[config.mk]
export PLATFORM = sky130hd
export DESIGN_NAME = divider_16by8bits_flat
export DESIGN_NICKNAME = d
export VERILOG_FILES = /design/src/rtl/div_pkg.sv /design/src/rtl/divider_16by8bits_if.sv /design/src/rtl/div_step.sv /design/src/rtl/divider_16by8bits.sv /design/src/flat_wrapper.sv
export SDC_FILE = /design/constraint.sdc
export NUM_CORES = 1
export LEC_CHECK = 0
export BUFFER_PORTS_ARGS = -buffer_cell sky130_fd_sc_hd__buf_2
export CAP_MARGIN = 30
export CORE_UTILIZATION = 50
export DETAILED_ROUTE_END_ITERATION = 10
export PLACE_DENSITY = 0.71
export SYNTH_ARGS = -nofsm -noshare
export SYNTH_HDL_FRONTEND = slang
export SYNTH_SLANG_ARGS = --single-unit
export TNS_END_PERCENT = 30
[constraint.sdc]
create_clock -name clk -period 2.5 [get_ports clk]
set_input_delay 0.25 -clock clk [delete_from_list [all_inputs] [get_ports clk]]
set_output_delay 0.25 -clock clk [all_outputs]
set_load 0.02 [all_outputs]
[src/rtl/div_pkg.sv]
// Shared types and default widths for the 16-by-8 restoring divider.
package div_pkg;

    localparam int DVD_W_DEF = 16;
    localparam int DVS_W_DEF = 8;

    function automatic int cnt_width(input int n);
        return (n > 1) ? $clog2(n) : 1;
    endfunction

    localparam int CNT_W = cnt_width(DVD_W_DEF);

    typedef enum logic [1:0] {
        IDLE = 2'b00,
        CALC = 2'b01,
        DONE = 2'b10
    } state_t;

endpackage

[src/rtl/divider_16by8bits_if.sv]
// Operand/result bundle of the divider; dbz exists only when DIV_DBZ_FLAG_EN is defined.
interface divider_16by8bits_if #(
    parameter int DVD_W = div_pkg::DVD_W_DEF,
    parameter int DVS_W = div_pkg::DVS_W_DEF
) ();

    logic             start;
    logic [DVD_W-1:0] dividend;
    logic [DVS_W-1:0] divisor;
    logic [DVD_W-1:0] quotient;
    logic [DVS_W-1:0] remainder;
    logic             done;
    logic             busy;
    logic [1:0]       s;
`ifdef DIV_DBZ_FLAG_EN
    logic             dbz;

    modport master (output start, dividend, divisor,
                    input  quotient, remainder, done, busy, s, dbz);
    modport slave  (input  start, dividend, divisor,
                    output quotient, remainder, done, busy, s, dbz);
`else
    modport master (output start, dividend, divisor,
                    input  quotient, remainder, done, busy, s);
    modport slave  (input  start, dividend, divisor,
                    output quotient, remainder, done, busy, s);
`endif

endinterface

[src/rtl/div_step.sv]
// One restoring-division step: shift in a dividend bit, compare, conditionally subtract.
module div_step
    import div_pkg::*;
#(
    parameter int DVS_W = DVS_W_DEF
) (
    input  logic [DVS_W:0]   r_in,
    input  logic             bit_in,
    input  logic [DVS_W-1:0] divisor,
    output logic [DVS_W:0]   r_out,
    output logic             q_bit
);

    logic [DVS_W:0] shifted_s;
    logic [DVS_W:0] diff_s;
    logic           ge_s;

    // A set top bit in r_in means the true shifted value exceeds any divisor.
    always_comb begin
        shifted_s = {r_in[DVS_W-1:0], bit_in};
        diff_s    = shifted_s - {1'b0, divisor};
        ge_s      = r_in[DVS_W] | (shifted_s >= {1'b0, divisor});
        if (ge_s) begin
            r_out = diff_s;
            q_bit = 1'b1;
        end else begin
            r_out = shifted_s;
            q_bit = 1'b0;
        end
    end

endmodule

[src/rtl/divider_16by8bits.sv]
// Sequential unsigned divider, one quotient bit per clock, MSB first.
// Optional divide-by-zero short-cut and dbz flag under macro DIV_DBZ_FLAG_EN.
module divider_16by8bits
    import div_pkg::*;
#(
    parameter int DVD_W = DVD_W_DEF,
    parameter int DVS_W = DVS_W_DEF
) (
    input logic                  clk,
    input logic                  reset,
    divider_16by8bits_if.slave   bus
);

    localparam int CW = cnt_width(DVD_W);

    state_t           state_q, state_d;
    logic [CW-1:0]    cnt_q,   cnt_d;
    logic [DVS_W:0]   prem_q,  prem_d;
    logic [DVD_W-1:0] work_q,  work_d;
    logic [DVS_W-1:0] dvs_q,   dvs_d;
    logic [DVD_W-1:0] quot_q,  quot_d;
    logic [DVS_W-1:0] rmd_q,   rmd_d;
    logic             done_q,  done_d;
    logic             busy_q,  busy_d;
`ifdef DIV_DBZ_FLAG_EN
    logic             zdiv_q,  zdiv_d;
    logic             dbz_q,   dbz_d;
`endif

    logic [DVS_W:0]   step_rem_s;
    logic             step_bit_s;

    // work_q shifts dividend bits out of the top while quotient bits enter at the bottom.
    div_step #(.DVS_W(DVS_W)) u_step (
        .r_in    (prem_q),
        .bit_in  (work_q[DVD_W-1]),
        .divisor (dvs_q),
        .r_out   (step_rem_s),
        .q_bit   (step_bit_s)
    );

    // Next-state and datapath update for the IDLE/CALC/DONE sequencer.
    always_comb begin
        state_d = state_q;
        cnt_d   = cnt_q;
        prem_d  = prem_q;
        work_d  = work_q;
        dvs_d   = dvs_q;
        quot_d  = quot_q;
        rmd_d   = rmd_q;
        done_d  = 1'b0;
`ifdef DIV_DBZ_FLAG_EN
        zdiv_d  = zdiv_q;
        dbz_d   = 1'b0;
`endif
        case (state_q)
            IDLE: begin
                if (bus.start) begin
                    work_d  = bus.dividend;
                    dvs_d   = bus.divisor;
                    prem_d  = {(DVS_W+1){1'b0}};
                    cnt_d   = CW'(DVD_W - 1);
                    state_d = CALC;
`ifdef DIV_DBZ_FLAG_EN
                    if (bus.divisor == {DVS_W{1'b0}}) begin
                        zdiv_d  = 1'b1;
                        state_d = DONE;
                    end else begin
                        zdiv_d  = 1'b0;
                    end
`endif
                end else begin
                    state_d = IDLE;
                end
            end
            CALC: begin
                prem_d = step_rem_s;
                work_d = {work_q[DVD_W-2:0], step_bit_s};
                if (cnt_q == {CW{1'b0}}) begin
                    state_d = DONE;
                end else begin
                    cnt_d = cnt_q - CW'(1);
                end
            end
            DONE: begin
                done_d  = 1'b1;
                state_d = IDLE;
`ifdef DIV_DBZ_FLAG_EN
                if (zdiv_q) begin
                    quot_d = {DVD_W{1'b1}};
                    rmd_d  = work_q[DVS_W-1:0];
                    dbz_d  = 1'b1;
                end else begin
                    quot_d = work_q;
                    rmd_d  = prem_q[DVS_W-1:0];
                end
`else
                quot_d = work_q;
                rmd_d  = prem_q[DVS_W-1:0];
`endif
            end
            default: begin
                state_d = IDLE;
            end
        endcase
        busy_d = (state_d == CALC) || (state_d == DONE);
    end

    // State, datapath and output registers with asynchronous active-low clear.
    always_ff @(posedge clk or negedge reset) begin
        if (!reset) begin
            state_q <= IDLE;
            cnt_q   <= {CW{1'b0}};
            prem_q  <= {(DVS_W+1){1'b0}};
            work_q  <= {DVD_W{1'b0}};
            dvs_q   <= {DVS_W{1'b0}};
            quot_q  <= {DVD_W{1'b0}};
            rmd_q   <= {DVS_W{1'b0}};
            done_q  <= 1'b0;
            busy_q  <= 1'b0;
`ifdef DIV_DBZ_FLAG_EN
            zdiv_q  <= 1'b0;
            dbz_q   <= 1'b0;
`endif
        end else begin
            state_q <= state_d;
            cnt_q   <= cnt_d;
            prem_q  <= prem_d;
            work_q  <= work_d;
            dvs_q   <= dvs_d;
            quot_q  <= quot_d;
            rmd_q   <= rmd_d;
            done_q  <= done_d;
            busy_q  <= busy_d;
`ifdef DIV_DBZ_FLAG_EN
            zdiv_q  <= zdiv_d;
            dbz_q   <= dbz_d;
`endif
        end
    end

    assign bus.quotient  = quot_q;
    assign bus.remainder = rmd_q;
    assign bus.done      = done_q;
    assign bus.busy      = busy_q;
    assign bus.s         = state_q;
`ifdef DIV_DBZ_FLAG_EN
    assign bus.dbz       = dbz_q;
`endif

endmodule

[src/flat_wrapper.sv]
// flat-port wrapper written by rule: the top's interface ports become plain ports
module divider_16by8bits_flat import div_pkg::*;
#(
    parameter int DVD_W = DVD_W_DEF,
    parameter int DVS_W = DVS_W_DEF
)
  (clk, reset, bus_start, bus_dividend, bus_divisor, bus_quotient, bus_remainder, bus_done, bus_busy, bus_s);
  divider_16by8bits_if #(.DVD_W(DVD_W), .DVS_W(DVS_W)) bus_i ();
  input logic clk;
  input logic reset;
  input wire logic [$bits(bus_i.start)-1:0] bus_start;
  input wire logic [$bits(bus_i.dividend)-1:0] bus_dividend;
  input wire logic [$bits(bus_i.divisor)-1:0] bus_divisor;
  output wire logic [$bits(bus_i.quotient)-1:0] bus_quotient;
  output wire logic [$bits(bus_i.remainder)-1:0] bus_remainder;
  output wire logic [$bits(bus_i.done)-1:0] bus_done;
  output wire logic [$bits(bus_i.busy)-1:0] bus_busy;
  output wire logic [$bits(bus_i.s)-1:0] bus_s;
  assign bus_i.start = bus_start;
  assign bus_i.dividend = bus_dividend;
  assign bus_i.divisor = bus_divisor;
  assign bus_quotient = bus_i.quotient;
  assign bus_remainder = bus_i.remainder;
  assign bus_done = bus_i.done;
  assign bus_busy = bus_i.busy;
  assign bus_s = bus_i.s;
  divider_16by8bits #(.DVD_W(DVD_W), .DVS_W(DVS_W)) u_core (.clk(clk), .reset(reset), .bus(bus_i));
endmodule
== After elaboration in Yosys (flattened, before gate mapping) ==
Index checks and enable logic that the tools add are counted.

* Register bits: 65
* Input port bits: 27
* Output and inout bits: 28
* Logic and storage cells: 39

* $add $sub $neg: 2
* Order comparisons: 1
* Equal/unequal tests: 6
* Mux-type cells: 13
* Bitwise operators: 1
* Reduce and logical (&&, ||, !) cells: 7

{| class="wikitable"
|+ Operators by type and width
! operator !! count
|-
| $pmux 16 s2 || 1
|-
| $mux 9 || 2
|-
| $pmux 9 s2 || 1
|-
| $mux 16 || 1
|-
| $ge 9x8->1 || 1
|-
| $sub 9x8->9 || 1
|-
| $mux 4 || 2
|-
| $pmux 4 s2 || 1
|-
| $eq 2x1->1 const B || 2
|-
| $eq 2x2->1 const B || 2
|-
| $logic_not 4->1 || 1
|-
| $ne 2x2->1 const B || 2
|-
| $pmux 2 s2 || 1
|-
| $reduce_and 2->1 || 2
|-
| $sub 4x1->4 const B || 1
|-
| $mux 1 || 3
|-
| $reduce_and 3->1 || 1
|-
| $logic_not 2->1 || 1
|-
| $mux 2 || 1
|-
| $reduce_bool 2->1 || 1
|-
| $logic_or 1x1->1 || 1
|-
| $or 1x1->1 || 1
|}

== Logic depth before layout (Yosys ltp) ==
Gate-level depths: netlist of run 1.

* Depth after elaboration: 5
* Depth in mapped cells: 9
* Mapped depth without buffers: 8

== Cells and area by module ==
A second synthesis of run 1 with hierarchy kept.

* Cell total of the unflattened synthesis: 270
* Area total of the unflattened synthesis: 3,269.4 µm²

{| class="wikitable"
|+ Modules (own cells, without submodules)
! module !! times used !! cells each !! area each (µm²) !! seq. area each (µm²)
|-
| divider_16by8bits || 1 || 195 || 2,733.9 || 1,626.6
|-
| div_step || 1 || 75 || 535.5 || 0.0
|}

== Worst setup path after synthesis of run 1 ==
Ideal clock, no wire load.

* Path kind: reg-to-reg
* From: reg u_core.prem_q[5]
* To: reg u_core.work_q[0]
* Setup time: 0.126 ns
* Data arrival time: 1.995 ns
* Required time: 2.374 ns
* Path slack: 0.379 ns
* Stages on the path, launching flop included: 8
* Path buffers: 1
* Period minus slack after synthesis: 2.121 ns
* Path through: dfrtp_1 -> ha_1 -> a21oi_2 -> inv_2 -> o311a_4 -> or2_1 -> buf_6 -> a221o_1

* Longest elaborated chain between the ends: 4

{| class="wikitable"
|+ Ends and longest elaborated chain
! what !! RTL line !! RTL
|-
| from (decl) || divider_16by8bits.sv:18 || <nowiki>logic [DVS_W:0] prem_q, prem_d;</nowiki>
|-
| from (signal assigned) || divider_16by8bits.sv:114 || <nowiki>prem_q <= {(DVS_W+1){1'b0}};</nowiki>
|-
| from (signal assigned) || divider_16by8bits.sv:128 || <nowiki>prem_q <= prem_d;</nowiki>
|-
| $ge 9x8->1 || div_step.sv:22 || <nowiki>ge_s = r_in[DVS_W] | (shifted_s >= {1'b0, divisor});</nowiki>
|-
| $or 1x1->1 || div_step.sv:22 ||
|-
| $mux 1 || div_step.sv:23 || <nowiki>if (ge_s) begin</nowiki>
|-
| $pmux 16 s2 || divider_16by8bits.sv:56 || <nowiki>case (state_q)</nowiki>
|-
| to (signal assigned) || divider_16by8bits.sv:115 || <nowiki>work_q <= {DVD_W{1'b0}};</nowiki>
|-
| to (signal assigned) || divider_16by8bits.sv:129 || <nowiki>work_q <= work_d;</nowiki>
|-
| to (decl) || divider_16by8bits.sv:19 || <nowiki>logic [DVD_W-1:0] work_q, work_d;</nowiki>
|}

Every way passes these cells.
A chain may end at the register's enable or synchronous reset.

== Worst setup path in the final report of run 1 ==
* From: reg u_core.work_q[15]
* To: reg u_core.prem_q[8]

* Longest elaborated chain between the ends: 4
* Elaborated cells on any way between the ends: 5
* Those cells by class: 1 x add/sub; 1 x order compare; 2 x mux; 1 x bitwise

{| class="wikitable"
|+ Ends and longest elaborated chain
! what !! RTL line
|-
| $ge 9x8->1 || div_step.sv:22
|-
| $or 1x1->1 || div_step.sv:22
|-
| $mux 9 (*) || div_step.sv:23
|-
| $pmux 9 s2 (*) || divider_16by8bits.sv:56
|}

Mark *: on every way between the ends. The rest lies on a longest branch, timed or not.

==> results of run 1 <==
## sequential cells by signal, indices dropped and copies added (netlist names), 2 cells and up
name                  flops
u_core.work_q            16
u_core.bus.quotient      16
u_core.dvs_q              8
u_core.cnt_q              4
u_core.bus.s              2
u_core.bus.remainder      8
u_core.prem_q             9
## worst max-delay path by stage
stage / endpoint / slack [ns] / cells past startpoint
detailed placement: u_core.work_q[0]$_DFFE_PN0P_ / 0.25 / 6
finish: u_core.prem_q[8]$_DFFE_PN0P_ / 0.23 / 8
CTS: u_core.prem_q[8]$_DFFE_PN0P_ / 0.23 / 8
global route: u_core.prem_q[8]$_DFFE_PN0P_ / 0.03 / 8
floorplan: u_core.work_q[0]$_DFFE_PN0P_ / 0.38 / 7
global placement: u_core.work_q[0]$_DFFE_PN0P_ / 0.30 / 6
## cells by family after synthesis
family | Yosys count | synth area share [%]
XOR/XNOR | 4 | 1.140
buffers and inverters | 31 | 4.071
flip-flops | 65 | 52.93
AND/OR/NAND/NOR | 74 | 10.79
AO/OA/AOI/OAI | 64 | 13.44
adder cells (fa/ha/maj) | 10 | 4.316
multiplexers | 38 | 13.31
## what timing repair did
item / CTS / global route
setup endpoints to repair: 0 / 0
hold buffers: 1 / 0
hold endpoints to repair: 25 / 0
## tightest hold or removal path, stage by stage
cell	delay [ns]
buf_2	0.07
nand2_1	0.03
o21ai_0	0.05
## placed cells by master, fill, tap and decap left out, drive strengths merged, types with 3 or more instances in the layout
cell type,Yosys,layout
o21bai,3,3
nor2,13,13
mux2i,15,15
buf,5,64
mux2,23,23
o311ai,3,3
xor2,3,3
clkbuf,9,10
inv,17,18
nor3,4,4
bufinv,0,3
a21oi,12,12
ha,9,9
nand2,40,40
nand2b,4,4
o211ai,6,6
or2,3,3
dfrtp,65,65
o21ai,28,28
## cell type report
class | instances | area [sq um] | area share, %
Clock inverter | 6 | 115.1 | 3.090
Clock buffer | 10 | 127.6 | 3.426
Multi-Input combinational cell | 190 | 1330 | 35.71
Tap cell | 75 | 93.84 | 2.519
Sequential cell | 65 | 1627 | 43.67
Inverter | 17 | 63.81 | 1.713
Timing Repair Buffer | 65 | 367.9 | 9.876
## where the power goes
part / total, mW / switching (mW) / internal (mW)
logic: 2.56 / 1.44 / 1.12
registers: 1.80 / 0.295 / 1.50
clock network: 1.09 / 0.427 / 0.668
total: 5.45 / 2.16 / 3.29
## per-layer routing
metal  track usage (%)  up-vias  share of wire, %
met5                 0        -                 0
met4             8.750        0               1.6
met3             6.136        9               5.3
met2             30.51       59                45
met1             30.46     1106                48
li1                  -     1122                 -
==> results.cfg, run 1 <==
[setup_path]
slowest_delay_ns = 0.40
crit_fanout = 4
r2r-end = u_core.prem_q[8]$_DFFE_PN0P_
cp-end-kind = flip-flop
worstPathRequired_ns = 2.73
reg2reg_from = u_core.work_q[15]$_DFFE_PN0P_
crit_start = u_core.work_q[15]$_DFFE_PN0P_
critPathSlowestCell = fa_1
crit_chain = inv_1 > ha_1 > fa_1 > nand2b_1 > a21oi_1 > a221oi_1 > xor2_1 > a32o_1
r2r_slack_ns = 0.23
ff2ff_path_depth = 8
crit_buf_inv = 1
crit_type = flip-flop to flip-flop
arrival_ns = 2.50
startpoint_type = flip-flop
path_delay_family = compound AO/OA/AOI/OAI gates

[timing]
hold_slack_ns = 0.09929
hold_violations = 0
finalMaxSlewViolations = 0
skew_ns = 0.01259
tightest_slew_ns = 0.5844
fin_tns_setup_ns = 0
rsz0062_at_grt = no
fin_crit_sh_pct = 90.87
setup_viol = 0
maxSlewHeadroom_pct = 61.04
period_minus_slack_ns = 2.272
max_freq_mhz = 440.2
setup_ws_ns = 0.2283

[min_path]
hp-class = primary input to flip-flop
holdPathStages = 3
min-delay-start = bus_divisor[4]
whs_endpoint = u_core.dvs_q[4]$_DFFE_PN0P_

[synth]
synth_edf_count = 0
yosysWarnings = 0
synth_seq_area_share_pct = 52.93
synth_area_leaders = dfrtp_1 53%, mux2_2 8.4%, mux2i_1 4.9%, nand2_1 4.9%, o21ai_0 4.4%
async_flop_share_pct = 100.0
synth_top_area_share_pct = 52.93
postSynthAreaPerCell_sq_um = 10.74
yosys.area.top_type = dfrtp_1
synth.most_common_cell = dfrtp_1
synth_cell_types = 45
synthFlopType = dfrtp_1
postSynthNetCount = 323
syn-instance-count = 286
synth-seq-cells = 65
synth.cells.most_frequent = 65 x dfrtp_1, 40 x nand2_1, 27 x o21ai_0
syn_area_sq_um = 3073

[floorplanning]
dieWidth_um = 80.40
initial_utilization_pct = 51.90
pin_count = 55
die-height_um = 80.40
dieArea_sq_um = 6463
core_sq_um = 5921
rows = 28

[place]
dpl-instance-area_sq_um = 3472
routabilityCongestion = 0.9048
dp.cells = 411
dp_hpwl_mm = 4.302
pre_cts_slack_ns = 0.2518
port_buffers = 54

[detailed_routing]
ant_nets = 0
via_per_inst = 5.364
wl_per_cell_um = 14.45
firstDrtPassIters = 4
via_count = 2296
drt-total-wl_mm = 6.185
drt-initial-drc-count = 184
drc = 0

[clock_tree]
cts_made_buffers = 9
tritoncts = built
htree_num_levels = 3
clk_pin_slew_ns = 0.08
clock-root-buffer = clkbuf_8
cts_max_path_buffers = 2
cts_setup_buffers = 0
cts_sinks = 65
ctsResizeCount = 0
clk_latency_ns = 0.35

[layout]
drive_gt1_share_pct = 31.16
n_antenna_cell = 0
fin_cells = 428
area_growth_pct = 21.21
fin_area_sq_um = 3725
final_nets = 385
postLayoutCoreUtil_pct = 62.91
fill_cells = 517

[run]
maxCapViolCount = 0

[global_route]
grt_pass1_wl_mm = 10.20
grt_usage_pct = 21.44
gr-total-overflow = 0
grt_max_degree = 41
first_global_vias = 2164
antenna_found_initial = 0

[power]
p_leak_nw = 1.878
power.total_mw = 5.454
vdd_drop_max_mv = 0.6816
p_per_area_nw_per_um2 = 1464

[status]
status = finished clean
Power figures use the tool's default switching activity.
==> run 2, diff against run 1 <==
--- a/config.mk
+++ b/config.mk
@@ -5,6 +5,7 @@
 export SDC_FILE = /design/constraint.sdc
 export NUM_CORES = 1
 export LEC_CHECK = 0
+export ABC_AREA = 1
 export BUFFER_PORTS_ARGS = -buffer_cell sky130_fd_sc_hd__buf_2
 export CAP_MARGIN = 30
 export CORE_UTILIZATION = 50
==> run 2 against run 1 <==
Effect of this change:
- largest power group unchanged
- the flow now finishes with violations (negative hold slack)
- sequential power fell by 2%
- total power shrank 2.3%
- core utilization fell by 2.6 points
- first-iteration DRC count shrank 19%
- design area is 3.5% lower
- critical path depth up 2
- sequential share of layout area up 1.6 points
- non-clock buffer count shrank 7
- combinational power increased by 9.8%
==> results.cfg, run 2 <==
[synth]
synth_xor_area_share_pct = 0.8424
synth_edf_count = 0
synth_cell_types = 32
syn-instance-count = 362
synth.most_common_cell = nand2_1
muxShareOfSynthArea_pct = 0
syn_area_sq_um = 3119
synth.cells.most_frequent = 97 x nand2_1, 65 x dfrtp_1, 49 x inv_1
synth_seq_area_share_pct = 52.15
synth_area_leaders = dfrtp_1 52%, nand2_1 12%, o21ai_0 5.9%, inv_1 5.9%, ha_1 3.6%
synthFlopType = dfrtp_1
synth-seq-cells = 65
yosysWarnings = 0
synth_compound_area_share_pct = 12.07
synth_top_area_share_pct = 52.15
synth-simple-area-share_pct = 21.50
postSynthNetCount = 399
async_flop_share_pct = 100.0
yosys.area.top_type = dfrtp_1
postSynthAreaPerCell_sq_um = 8.617
synth_top_family_by_area = simple AND/OR/NAND/NOR gates
synth-adder-area-share_pct = 4.252

[setup_path]
worstPathRequired_ns = 2.74
crit_type = flip-flop to flip-flop
arrival_ns = 2.04
startpoint_type = flip-flop
cp-end-kind = flip-flop
crit_fanout = 9

[layout]
fill_cells = 556
final_common_cell = nand2_1
drive_gt1_share_pct = 19.67
postLayoutCoreUtil_pct = 60.36
seq_area_sq_um = 1627
final_nets = 454
final_cell_mix = 97 x nand2_1, 65 x dfrtp_1, 54 x buf_2, 49 x inv_1, 37 x o21ai_0
area_growth_pct = 15.24
n_antenna_cell = 0
multi_input_comb_area_sq_um = 1206

[timing]
hold_violations = 32
fin_crit_sh_pct = 72.12
hold_slack_ns = -0.03100
fin_tns_setup_ns = 0
maxSlewHeadroom_pct = 49.59
setup_viol = 0
max_freq_mhz = 554.6
setup_ws_ns = 0.6969
tightest_slew_ns = 0.7561
finalMaxSlewViolations = 0
skew_ns = 0.005438
rsz0062_at_grt = no
period_minus_slack_ns = 1.803

[global_route]
grt_pass1_wl_mm = 11.10
grt_max_degree = 49
first_global_vias = 2415
antenna_found_initial = 0
gr-total-overflow = 0
grt_usage_pct = 22.67

[detailed_routing]
via_per_inst = 5.135
drc = 0
drt-initial-drc-count = 149
ant_nets = 0
via_count = 2552
wl_per_cell_um = 13.02
firstDrtPassIters = 4
drt-total-wl_mm = 6.473

[clock_tree]
cts_made_buffers = 9
ctsResizeCount = 0
clk_latency_ns = 0.35
clock-root-buffer = clkbuf_8
cts_hold_buf = 0
clk_pin_slew_ns = 0.07
cts_max_path_buffers = 2
htree_num_levels = 3
tritoncts = built
cts_setup_buffers = 0
cts_sinks = 65

[floorplanning]
pin_count = 55
dieWidth_um = 80.99
initial_utilization_pct = 52.37
die-height_um = 80.99
dieArea_sq_um = 6559
rows = 28
core_sq_um = 5956

[place]
routabilityCongestion = 0.8693
pre_cts_slack_ns = 0.7288
port_buffers = 54
dp_hpwl_mm = 4.510

[run]
maxCapViolCount = 0

[power]
vdd_drop_max_mv = 0.6144
power.total_mw = 5.326
p_per_area_nw_per_um2 = 1482
p_leak_nw = 1.884

[status]
violations = negative hold slack
status = finished with violations

[min_path]
hp-class = primary input to async pin
run 2: cell count changes after synthesis, sizes merged, moves of 9 or more:
cell,delta
o21ai,+12
mux2i,-15
inv,+35
a221oi,+10
nor3,+9
mux2,-23
nand3,+19
nand2,+61
run 2: final timing paths:
| check | slack, ns | to | startpoint | depth (start not counted) |
|---|---|---|---|---|
| min in group clk | 0.11 | u_core.dvs_q[5]$_DFFE_PN0P_ | bus_divisor[5] | 3 |
| worst min register to register | 0.48 | u_core.bus.quotient[3]$_DFFE_PN0P_ | u_core.bus.quotient[3]$_DFFE_PN0P_ | 2 |
| worst min-delay path | -0.03 | u_core.bus.quotient[10]$_DFFE_PN0P_ | reset | 1 |
| max in group asynchronous | 1.91 | u_core.bus.busy$_DFF_PN0_ | reset | 2 |
| worst max-delay path | 0.70 | u_core.prem_q[2]$_DFFE_PN0P_ | u_core.prem_q[4]$_DFFE_PN0P_ | 10 |
| worst max register to register | 0.70 | u_core.prem_q[2]$_DFFE_PN0P_ | u_core.prem_q[4]$_DFFE_PN0P_ | 10 |
run 2: kinds of logic after synthesis:
logic type / after synthesis
simple gates: 155
xor+xnor: 3
fa+ha+maj: 10
flops: 65
compound gates: 62
buf+inv: 67
run 2: per-layer routing:
metal	vias up	part of all wire, %	GRT usage, %
li1	1282	-	-
met5	-	0	0
met4	0	2.0	8.929
met2	63	44	34.62
met1	1194	49	30.77
met3	13	5.0	5.843
run 2: metrics by stage:
step / std cells / hold WS, ns / area [sq um]
after CTS: 497 / 0.01201 / 3595
final: 497 / -0.03100 / 3595
after global routing: 497 / 0.02722 / 3595
after floorplan: 362 / -0.04559 / 3119
after detailed placement: 481 / 0.3751 / 3438
after global placement: 481 / 0.3595 / 3438
run 2: layout make-up:
type,instances,share of cell area [%]
timing repair buffer,58,8.702
clock inverter,3,0.4873
inverter,53,5.534
tap,75,2.611
multi-input combinational,230,33.55
sequential,65,45.25
clock buffer,13,3.864
run 2: power breakdown:
group | internal [mW] | leakage [nW] | switching (mW)
logic | 1.01 | 1.10 | 1.79
registers | 1.53 | 0.708 | 0.230
clock network | 0.358 | 0.0774 | 0.399
total | 2.90 | 1.88 | 2.42
run 2: worst max-delay path, stage by stage, from the launching register on:
cell	delay (ns)
dfrtp_1	0.43
ha_1	0.38
nand2_1	0.09
nor2_1	0.12
nand3_1	0.12
nand2_1	0.13
nand2_4	0.11
nand2_4	0.12
nand2_1	0.06
nand3_1	0.08
nand2_1	0.06
